### src/rtl/vga_green_centroid.sv
// ---------------------------------------------------------------------------
// vga_green_centroid
// Receives the VGA pixel stream (DE/VS/RGB in the pixel clock domain),
// rebuilds pixel coordinates, classifies active pixels as "green" and
// accumulates a per-frame centroid of the green pixels. Once per frame the
// centroid is divided out serially and published as a cursor position.
//
// Ports
//   clk        in   pixel clock
//   rst        in   synchronous, active-high reset
//   de         in   data enable, high = active pixel
//   vs         in   vertical sync, active-low
//   red        in   [7:0] pixel red   (valid when de=1)
//   green      in   [7:0] pixel green (valid when de=1)
//   blue       in   [7:0] pixel blue  (valid when de=1)
//   x_pos      out  [9:0] centroid column, 0..H_ACTIVE-1
//   y_pos      out  [8:0] centroid row, 0..V_ACTIVE-1
//   valid      out  last published frame had >= MIN_PIXELS green pixels
//   pix_count  out  [18:0] green-pixel count of last published frame
//   frame_done out  one-cycle pulse when the outputs update
//   line_err   out  sticky: some line had a DE length != H_ACTIVE
// ---------------------------------------------------------------------------
module vga_green_centroid #(
    parameter int unsigned H_ACTIVE   = 640,
    parameter int unsigned V_ACTIVE   = 480,
    parameter int unsigned G_MIN      = 128,
    parameter int unsigned MARGIN     = 32,
    parameter int unsigned MIN_PIXELS = 64
) (
    input  logic        clk,
    input  logic        rst,
    input  logic        de,
    input  logic        vs,
    input  logic [7:0]  red,
    input  logic [7:0]  green,
    input  logic [7:0]  blue,
    output logic [9:0]  x_pos,
    output logic [8:0]  y_pos,
    output logic        valid,
    output logic [18:0] pix_count,
    output logic        frame_done,
    output logic        line_err
);

    localparam logic [9:0]  X_MAX   = 10'(H_ACTIVE - 1);
    localparam logic [8:0]  Y_MAX   = 9'(V_ACTIVE - 1);
    localparam logic [11:0] H_LEN   = 12'(H_ACTIVE);
    localparam logic [8:0]  G_MIN9  = 9'(G_MIN);
    localparam logic [8:0]  MARGIN9 = 9'(MARGIN);
    localparam logic [18:0] MIN_CNT = 19'(MIN_PIXELS);

    typedef enum logic [1:0] {
        ACCUM,
        DIV_X,
        DIV_Y,
        PUBLISH
    } state_t;

    state_t      state;

    // Stream tracking
    logic        vs_prev;
    logic        de_prev;
    logic        frame_end;
    logic [11:0] len;
    logic [8:0]  y;
    logic [9:0]  x_cur;
    logic        de_fall;
    logic        pixel_green;

    // Live accumulators
    logic [27:0] sum_x;
    logic [27:0] sum_y;
    logic [18:0] cnt;

    // Divider
    logic [27:0] snap_y;
    logic [18:0] snap_cnt;
    logic [27:0] dvd;
    logic [18:0] rem;
    logic [27:0] quo;
    logic [4:0]  bit_cnt;
    logic [9:0]  qx;

    logic [19:0] trial;
    logic        ge;
    logic [18:0] rem_nx;
    logic [27:0] quo_nx;
    logic        div_en;
    logic [9:0]  x_clip;
    logic [8:0]  y_clip;

    // x counts DE-high cycles in the line; len keeps counting past the
    // active width so that an over-long line is still detectable.
    always_comb begin
        x_cur = (len >= {2'b00, X_MAX}) ? X_MAX : len[9:0];
        de_fall = de_prev & ~de;
        // 9-bit compares so red/blue + MARGIN cannot wrap
        pixel_green = de & vs
                    & ({1'b0, green} >= G_MIN9)
                    & ({1'b0, green} > ({1'b0, red}  + MARGIN9))
                    & ({1'b0, green} > ({1'b0, blue} + MARGIN9));
    end

    // One restoring-division step: shift in the next dividend bit and
    // subtract the count if it fits.
    always_comb begin
        trial  = {rem, dvd[27]};
        ge     = trial >= {1'b0, snap_cnt};
        rem_nx = 19'(ge ? (trial - {1'b0, snap_cnt}) : trial);
        quo_nx = {quo[26:0], ge};
        div_en = snap_cnt != '0;
        x_clip = (quo_nx > {18'b0, X_MAX}) ? X_MAX : quo_nx[9:0];
        y_clip = (quo > {19'b0, Y_MAX}) ? Y_MAX : quo[8:0];
    end

    always_ff @(posedge clk) begin
        if (rst) begin
            vs_prev   <= 1'b0;
            de_prev   <= 1'b0;
            frame_end <= 1'b0;
            len       <= '0;
            y         <= '0;
            line_err  <= 1'b0;
            sum_x     <= '0;
            sum_y     <= '0;
            cnt       <= '0;
        end else begin
            vs_prev   <= vs;
            de_prev   <= de;
            frame_end <= vs_prev & ~vs;

            if (de) begin
                if (len != '1) begin
                    len <= len + 12'd1;
                end
            end else if (de_fall) begin
                len <= '0;
            end

            if (de_fall && (len != H_LEN)) begin
                line_err <= 1'b1;
            end

            if (frame_end) begin
                y <= '0;
            end else if (de_fall && (y != Y_MAX)) begin
                y <= y + 9'd1;
            end

            // The divider snapshots these on frame_end, so clearing here
            // starts the next frame without losing the finished one.
            if (frame_end) begin
                sum_x <= '0;
                sum_y <= '0;
                cnt   <= '0;
            end else if (pixel_green) begin
                sum_x <= sum_x + {18'b0, x_cur};
                sum_y <= sum_y + {19'b0, y};
                cnt   <= cnt + 19'd1;
            end
        end
    end

    always_ff @(posedge clk) begin
        if (rst) begin
            state      <= ACCUM;
            snap_y     <= '0;
            snap_cnt   <= '0;
            dvd        <= '0;
            rem        <= '0;
            quo        <= '0;
            bit_cnt    <= '0;
            qx         <= '0;
            x_pos      <= '0;
            y_pos      <= '0;
            valid      <= 1'b0;
            pix_count  <= '0;
            frame_done <= 1'b0;
        end else begin
            frame_done <= 1'b0;

            if (state == PUBLISH) begin
                frame_done <= 1'b1;
                pix_count  <= snap_cnt;
                if (snap_cnt >= MIN_CNT) begin
                    x_pos <= qx;
                    y_pos <= y_clip;
                    valid <= 1'b1;
                end else begin
                    valid <= 1'b0;
                end
            end

            // A new frame end always wins: any division in flight is dropped
            // and restarted on the fresh snapshot.
            if (frame_end) begin
                dvd      <= sum_x;
                snap_y   <= sum_y;
                snap_cnt <= cnt;
                rem      <= '0;
                quo      <= '0;
                bit_cnt  <= '0;
                state    <= DIV_X;
            end else begin
                case (state)
                    ACCUM: begin
                        state <= ACCUM;
                    end
                    DIV_X: begin
                        if (div_en) begin
                            rem <= rem_nx;
                            quo <= quo_nx;
                            dvd <= {dvd[26:0], 1'b0};
                        end
                        bit_cnt <= bit_cnt + 5'd1;
                        if (bit_cnt == 5'd27) begin
                            qx      <= x_clip;
                            dvd     <= snap_y;
                            rem     <= '0;
                            quo     <= '0;
                            bit_cnt <= '0;
                            state   <= DIV_Y;
                        end
                    end
                    DIV_Y: begin
                        if (div_en) begin
                            rem <= rem_nx;
                            quo <= quo_nx;
                            dvd <= {dvd[26:0], 1'b0};
                        end
                        bit_cnt <= bit_cnt + 5'd1;
                        if (bit_cnt == 5'd27) begin
                            bit_cnt <= '0;
                            state   <= PUBLISH;
                        end
                    end
                    PUBLISH: begin
                        state <= ACCUM;
                    end
                    default: begin
                        state <= ACCUM;
                    end
                endcase
            end
        end
    end

endmodule

### config.mk
export PLATFORM = sky130hd
export DESIGN_NAME = vga_green_centroid
export DESIGN_NICKNAME = d
export VERILOG_FILES = /design/src/rtl/vga_green_centroid.sv
export SDC_FILE = /design/constraint.sdc
export NUM_CORES = 1
export LEC_CHECK = 0
export ABC_AREA = 1
export CORE_MARGIN = 1
export CORE_UTILIZATION = 60
export CTS_BUF_LIST = sky130_fd_sc_hd__clkbuf_8
export DETAILED_ROUTE_END_ITERATION = 12
export HOLD_SLACK_MARGIN = 0.08
export PLACE_DENSITY = 0.79
export SLEW_MARGIN = 10
export SYNTH_ARGS = -nofsm -noshare
export SYNTH_HDL_FRONTEND = slang
export SYNTH_SLANG_ARGS = --single-unit
### constraint.sdc
create_clock -name clk -period 3.35 [get_ports clk]
set_clock_uncertainty 0.05 [all_clocks]
set_input_delay 0.67 -clock clk [delete_from_list [all_inputs] [get_ports clk]]
set_output_delay 0.67 -clock clk [all_outputs]
set_load 0.1 [all_outputs]
==> results of run 1 <==
[power by group]
| part | switching [mW] | internal (mW) |
|---|---|---|
| clock network | 1.46 | 1.83 |
| registers | 0.0988 | 3.44 |
| logic | 1.90 | 0.900 |
| total | 3.46 | 6.17 |
[logic make-up after synthesis]
family          count (synthesis)  share of synthesized area
xor+xnor                       69                     0.0381
compound gates                496                      0.172
fa+ha+maj                      67                     0.0543
simple gates                 1066                      0.283
flops                         279                      0.352
buf+inv                       402                      0.100
[critical path: cells and delay by family, from the launching register on]
kind            cells  cell delay (ns)
compound gates      3             0.48
buf+inv             3             0.32
simple gates        9             0.98
fa+ha+maj           3             0.82
flops               1             0.37
[per-layer routing]
metal,share of wire,vias to the layer above,global-route usage
met1,0.47,7292,0.451
li1,-,7884,-
met4,0.018,0,0.0847
met3,0.070,66,0.0437
met5,0,-,0
met2,0.44,500,0.473
[placed cells by master (no fill, tap or decap), drive strengths merged, types with 2 or more instances in the layout]
master and instances:
a211oi 12, a21o 2, a21oi 249, a31oi 9, and3 2, buf 64
bufinv 2, clkbuf 62, clkdlybuf4s50 26, clkinv 9, dfxtp 279, fa 3
ha 64, inv 320, nand2 584, nand3 137, nand3b 6, nand4 33
nor2 239, nor3 46, nor3b 2, nor4 12, o211ai 58, o21ai 147
o21bai 3, o22ai 12, or2 4, xnor2 14, xor2 55
[cell usage after synthesis, types with 9 or more instances]
master,number,share of area
a211oi_1,12,0.0057
nor3_1,44,0.014
xor2_1,55,0.030
nand3_1,134,0.042
ha_1,64,0.050
clkbuf_1,53,0.013
nand4_1,33,0.013
nand2_2,10,0.0039
a31oi_1,9,0.0036
xnor2_1,14,0.0077
nor4_1,12,0.0047
buf_2,35,0.011
dfxtp_1,279,0.35
inv_1,298,0.071
nor2_1,231,0.055
o21ai_0,145,0.046
a21oi_1,245,0.077
nand2_1,573,0.14
o22ai_1,12,0.0047
o211ai_1,58,0.027
[worst paths after layout]
path / start / end / slack [ns] / depth (start not counted)
setup / recovery: len[1]$_SDFFE_PP0P_ / sum_x[16]$_SDFFE_PP0P_ / 0.26 / 18
hold / removal: vs_prev$_SDFF_PP0_ / frame_end$_SDFF_PP0_ / 0.36 / 2
setup reg to reg: len[1]$_SDFFE_PP0P_ / sum_x[16]$_SDFFE_PP0P_ / 0.26 / 18
hold reg to reg: vs_prev$_SDFF_PP0_ / frame_end$_SDFF_PP0_ / 0.36 / 2
[timing repair]
item / CTS / global route
setup endpoints to repair: 0 / 7
hold buffers: 0 / 0
resized for setup: 0 / 2
[state kept, by name (all words and copies together) (netlist names), 12 cells and up]
name	flops
cnt	19
dvd	28
len	12
pix_count	19
quo	28
rem	19
snap_cnt	19
snap_y	28
sum_x	28
sum_y	28
[area by class of cell]
type	count	area, um2	share of cell area
multi-input combinational	1698	8710	0.492
inverter	306	1150	0.0650
clock inverter	25	188	0.0106
sequential	279	5590	0.316
timing repair buffer	90	788	0.0445
clock buffer	62	853	0.0482
tap	335	419	0.0237
[metrics by stage]
stage / hold WS [ns] / area, um2 / power, mW
floorplan: 0.352 / 15900 / 5.75
global placement: 0.348 / 16600 / 6.31
detailed placement: 0.358 / 16600 / 6.35
CTS: 0.367 / 17700 / 9.63
global route: 0.418 / 17700 / 10.2
finish: 0.363 / 17700 / 9.63
==> out/results.tsv, run 1 <==
stage	metric	value	unit
sta	max_slew_margin	0.468	
sta	rsz0062_at_grt	false	
sta	hold_viol_final	0	
pwr	p_leak	7.64	nW
run_status	run_status	finished clean	
critical_path	critPathRequiredTime	3.80	ns
critical_path	start_kind	register	
grt	grt_usage	0.309	
yosys	async_flop_share	0	
sta	setup_viol	0	
placed_design	routabilityCongestion	0.951	
critical_path	crit_path_top_delay_cell	fa_1	
critical_path	crit_path_max_incr_delay	0.40	ns
finish	drive_above_1_share	0.0728	
placed_design	dp_cells	2708	
floorplan	die-area	0.0271	mm2
floorplan	core	0.0260	mm2
detailed_routing	firstDrtPassIters	6	
sta	fin_tns_setup	0	ns
clock_network	postCtsSetupBuffers	0	
detailed_routing	avgRoutedWirePerCell	14.8	um
grt	overflow	0	
clock_network	clk_pin_slew	0.06	ns
pwr	peakVddDrop	0.000553	V
yosys	synth-edff-count	0	
detailed_routing	first_iter_violations	1375	
run	maxCapViolCount	0	
floorplan	pin_count	69	
finish	n_antenna_cell	0	
floorplan	initial_core_util	0.610	
floorplan	die_w	165	um
yosys	avgSynthCellArea	6.67	um2
sta	period_needed	3.09	ns
sta	worst_slack	0.263	ns
clock_network	cts_sinks	279	
clock_network	numCtsBuffers	49	
clock_network	cts_max_level	2	
grt	antenna_found_initial	0	
yosys	synth_seq_cells	279	
clock_network	cts-root-buf	clkbuf_8	
yosys	seq_area_frac_synth	0.352	
sta	timing.final.crit_share	0.921	
detailed_routing	drc	0	
floorplan	num_rows	59	
critical_path	crit_top_cell	nand2_1	
min_path	hold_class	register to register	
yosys	synthFlopType	dfxtp_1	
detailed_routing	viasPerCell	5.63	
yosys	synth.cell_area	0.0159	mm2
finish	instances_no_fill	2795	
grt	grt_pass1_vias	14295	
placed_design	dpl.hpwl	29.7	mm
critical_path	path_max_fanout	6	
finish	fillers	2358	
grt	grt_max_degree	74	
clock_network	cts_tree	done	
detailed_routing	num_vias	15742	
detailed_routing	ant_nets	0	
critical_path	cp-end-kind	register	
finish	area_growth	11.6	%
grt	grt_pass1_wl	68.7	mm
yosys	synth_warnings	0	
sta	tightest_slew	0.798	ns
yosys	synth_nets	2474	
critical_path	cp.arrival	3.54	ns
placed_design	post-place-ws	0.212	ns
finish	fin_util	0.681	
critical_path	path_cells	ha_1 -> nand3_1 -> nand3b_1 -> nand2_1 -> inv_1 -> nand2_1 -> ha_1 -> inv_1 -> fa_1 -> inv_1 -> nand2_1 -> o211ai_1 -> nand2_1 -> o21ai_0 -> nand3_1 -> nand2_1 -> nand2_1 -> a21oi_1	
critical_path	critPathKind	register to register	
yosys	synth.distinct_cells	47	
yosys	netlist_instances	2379	
floorplan	fp.dieH	165	um
detailed_routing	wirelength	41.5	mm
clock_network	clk_latency	0.60	ns
placed_design	portBuffers	68	
finish	nets	2519	
sta	max_freq	0.324	GHz
pwr	p_per_area	544	mW/mm2
sta	report.final.slew_viol_count	0	
clock_network	ctsLongestPathBuffers	3	
Note: power is estimated with default switching activity, not from simulation.
==> run 2: changes to the inputs <==
--- a/config.mk
+++ b/config.mk
@@ -11,7 +11,7 @@
 export CTS_BUF_LIST = sky130_fd_sc_hd__clkbuf_8
 export DETAILED_ROUTE_END_ITERATION = 12
 export HOLD_SLACK_MARGIN = 0.08
-export PLACE_DENSITY = 0.79
+export PLACE_DENSITY = 0.85
 export SLEW_MARGIN = 10
 export SYNTH_ARGS = -nofsm -noshare
 export SYNTH_HDL_FRONTEND = slang
==> run 2 against run 1 <==
Effect of this change:
- worst setup slack better by 0.047 ns
- wire length up 0.21%
- count of clock-buffer cells in the layout unchanged
- largest power group unchanged
- register-to-register slack better by 0.05 ns
- via count about the same
- final cell count down 0.25%
- utilization about the same
- largest cell class unchanged
- maximum frequency up 1.6%
- die area unchanged
==> out/results.tsv, run 2 (synthesized netlist as in run 1, its figures left out) <==
stage	metric	value	unit	change
sta	timing.final.crit_share	0.907		-0.0141
critical_path	path_buf_inv	3		unchanged
clock_network	postCtsSetupBuffers	0		unchanged
critical_path	start_kind	register		
finish	final_common_cell	nand2_1		
critical_path	reg2regPathDepth	17		-1
critical_path	r2r-end	sum_x[14]$_SDFFE_PP0P_		
critical_path	cp.arrival	3.49	ns	-0.05 ns
finish	area_growth	11.7	%	about the same
floorplan	pin_count	69		unchanged
floorplan	initial_core_util	0.610		unchanged
critical_path	cp-end-kind	register		
critical_path	crit_path_max_incr_delay	0.40	ns	about the same
run	maxCapViolCount	0		unchanged
critical_path	path_cells	ha_1 -> nand3_1 -> nand3b_1 -> nand2_1 -> inv_1 -> nand2_1 -> ha_1 -> inv_1 -> fa_1 -> inv_1 -> nand2_1 -> o211ai_1 -> nand2_1 -> o21ai_1 -> xor2_1 -> nand2_1 -> a21oi_1		
clock_network	clk_latency	0.59	ns	about the same
detailed_routing	wirelength	41.6	mm	+0.21%
grt	antenna_found_initial	0		unchanged
finish	n_antenna_cell	0		unchanged
clock_network	cts_tree	done		
critical_path	critPathRequiredTime	3.80	ns	about the same
pwr	peakVddDrop	0.000411	V	-26%
min_path	hold_class	register to register		
critical_path	r2r-start	len[1]$_SDFFE_PP0P_		
pwr	p_per_area	553	mW/mm2	+1.8%
grt	grt_pass1_vias	14403		+0.76%
placed_design	dpl.hpwl	29.2	mm	-1.6%
sta	max_freq	0.329	GHz	+1.6%
detailed_routing	num_vias	15736		-0.038%
sta	tightest_slew	1.07	ns	+0.276 ns
pwr	p_leak	7.62	nW	-0.20%
sta	period_needed	3.04	ns	-0.0472 ns
floorplan	fp.dieH	165	um	unchanged
clock_network	clk_pin_slew	0.06	ns	about the same
sta	fin_tns_setup	0	ns	unchanged
clock_network	cts-root-buf	clkbuf_8		
sta	hold_viol_final	0		unchanged
detailed_routing	first_iter_violations	1469		+6.8%
placed_design	dp_cells	2704		-0.15%
floorplan	num_rows	59		unchanged
finish	instances_no_fill	2788		-0.25%
detailed_routing	avgRoutedWirePerCell	14.9	um	+0.47%
critical_path	r2r_slack	0.31	ns	+0.05 ns
min_path	min_from	vs_prev$_SDFF_PP0_		
sta	setup_viol	0		unchanged
clock_network	numCtsBuffers	46		-6.1%
critical_path	crit_end	sum_x[14]$_SDFFE_PP0P_		
floorplan	die-area	0.0271	mm2	unchanged
grt	grt_usage	0.305		-0.00413
min_path	hold_depth	2		unchanged
floorplan	die_w	165	um	unchanged
finish	layout_common_cells	571 x nand2_1, 308 x inv_1, 278 x dfxtp_1		
grt	overflow	0		unchanged
placed_design	portBuffers	68		unchanged
critical_path	critPathTopFamily	adder cells		
detailed_routing	firstDrtPassIters	6		unchanged
pwr	power	9.80	mW	+1.8%
sta	rsz0062_at_grt	false		
critical_path	crit_path_top_delay_cell	fa_1		
critical_path	crit_top_cell	nand2_1		
run_status	run_status	finished clean		
detailed_routing	ant_nets	0		unchanged
clock_network	cts_sinks	279		unchanged
clock_network	hold_buffers	0		unchanged
sta	max_slew_margin	0.284		-0.183
critical_path	path_max_fanout	6		unchanged
detailed_routing	drc	0		unchanged
grt	grt_pass1_wl	68.0	mm	-1.0%
critical_path	cp.depth	17		-1
finish	nets	2512		-0.28%
placed_design	routabilityCongestion	0.985		+3.6%
critical_path	critPathKind	register to register		
clock_network	ctsLongestPathBuffers	3		unchanged
floorplan	core	0.0260	mm2	unchanged
critical_path	critPathLaunch	len[1]$_SDFFE_PP0P_		
finish	drive_above_1_share	0.0722		-0.000608
detailed_routing	viasPerCell	5.64		+0.21%
grt	grt_max_degree	74		unchanged
clock_network	cts_max_level	2		unchanged
sta	report.final.slew_viol_count	0		unchanged
-- run 2: worst min-delay path by stage --
stage,end,slack (ns)
after floorplan,frame_end$_SDFF_PP0_,0.35
after global placement,frame_end$_SDFF_PP0_,0.35
after detailed placement,frame_end$_SDFF_PP0_,0.36
after CTS,frame_end$_SDFF_PP0_,0.37
after global routing,frame_end$_SDFF_PP0_,0.40
final,frame_end$_SDFF_PP0_,0.36
-- run 2: power by group --
part | leakage [nW] | switching [mW] | internal (mW)
combinational | 4.76 | 1.90 | 0.871
clock | 0.607 | 1.44 | 2.06
sequential | 2.25 | 0.0958 | 3.43
-- run 2: layout make-up --
class / count / area (um2)
Multi-Input combinational cell: 1698 / 8710
Timing Repair Buffer: 86 / 733
Tap cell: 335 / 419
Sequential cell: 279 / 5590
Inverter: 306 / 1150
Clock buffer: 62 / 853
Clock inverter: 22 / 250
Fill cell: 2184 / 8280
-- run 2: through the flow --
stage,util,setup WS [ns],hold WS [ns],area (um2)
6_report,0.681,0.311,0.364,17700
5_1_grt,0.681,0.0144,0.395,17700
4_1_cts,0.681,0.206,0.367,17700
3_5_place_dp,0.638,0.240,0.357,16600
3_3_place_gp,0.638,0.343,0.354,16600
2_1_floorplan,-,0.617,0.352,15900
-- run 2: per-layer routing --
metal / global-route usage / part of all wire
met1: 0.424 / 0.46
met2: 0.488 / 0.46
met3: 0.0487 / 0.071
met4: 0.0826 / 0.017
met5: 0 / 0
-- run 2: worst reg2reg max path, cell delays in order, from the launching register on --
cell	delay, ns
dfxtp_1	0.38
ha_1	0.20
nand3_1	0.15
nand3b_1	0.20
nand2_1	0.11
inv_1	0.10
nand2_1	0.08
ha_1	0.21
inv_1	0.07
fa_1	0.40
inv_1	0.13
nand2_1	0.07
o211ai_1	0.17
nand2_1	0.09
o21ai_1	0.17
xor2_1	0.20
nand2_1	0.07
a21oi_1	0.12
-- run 2: what timing repair did --
item,CTS,global route
hold endpoints to repair,0,0
gates resized for setup,0,4
setup endpoints to repair,0,5
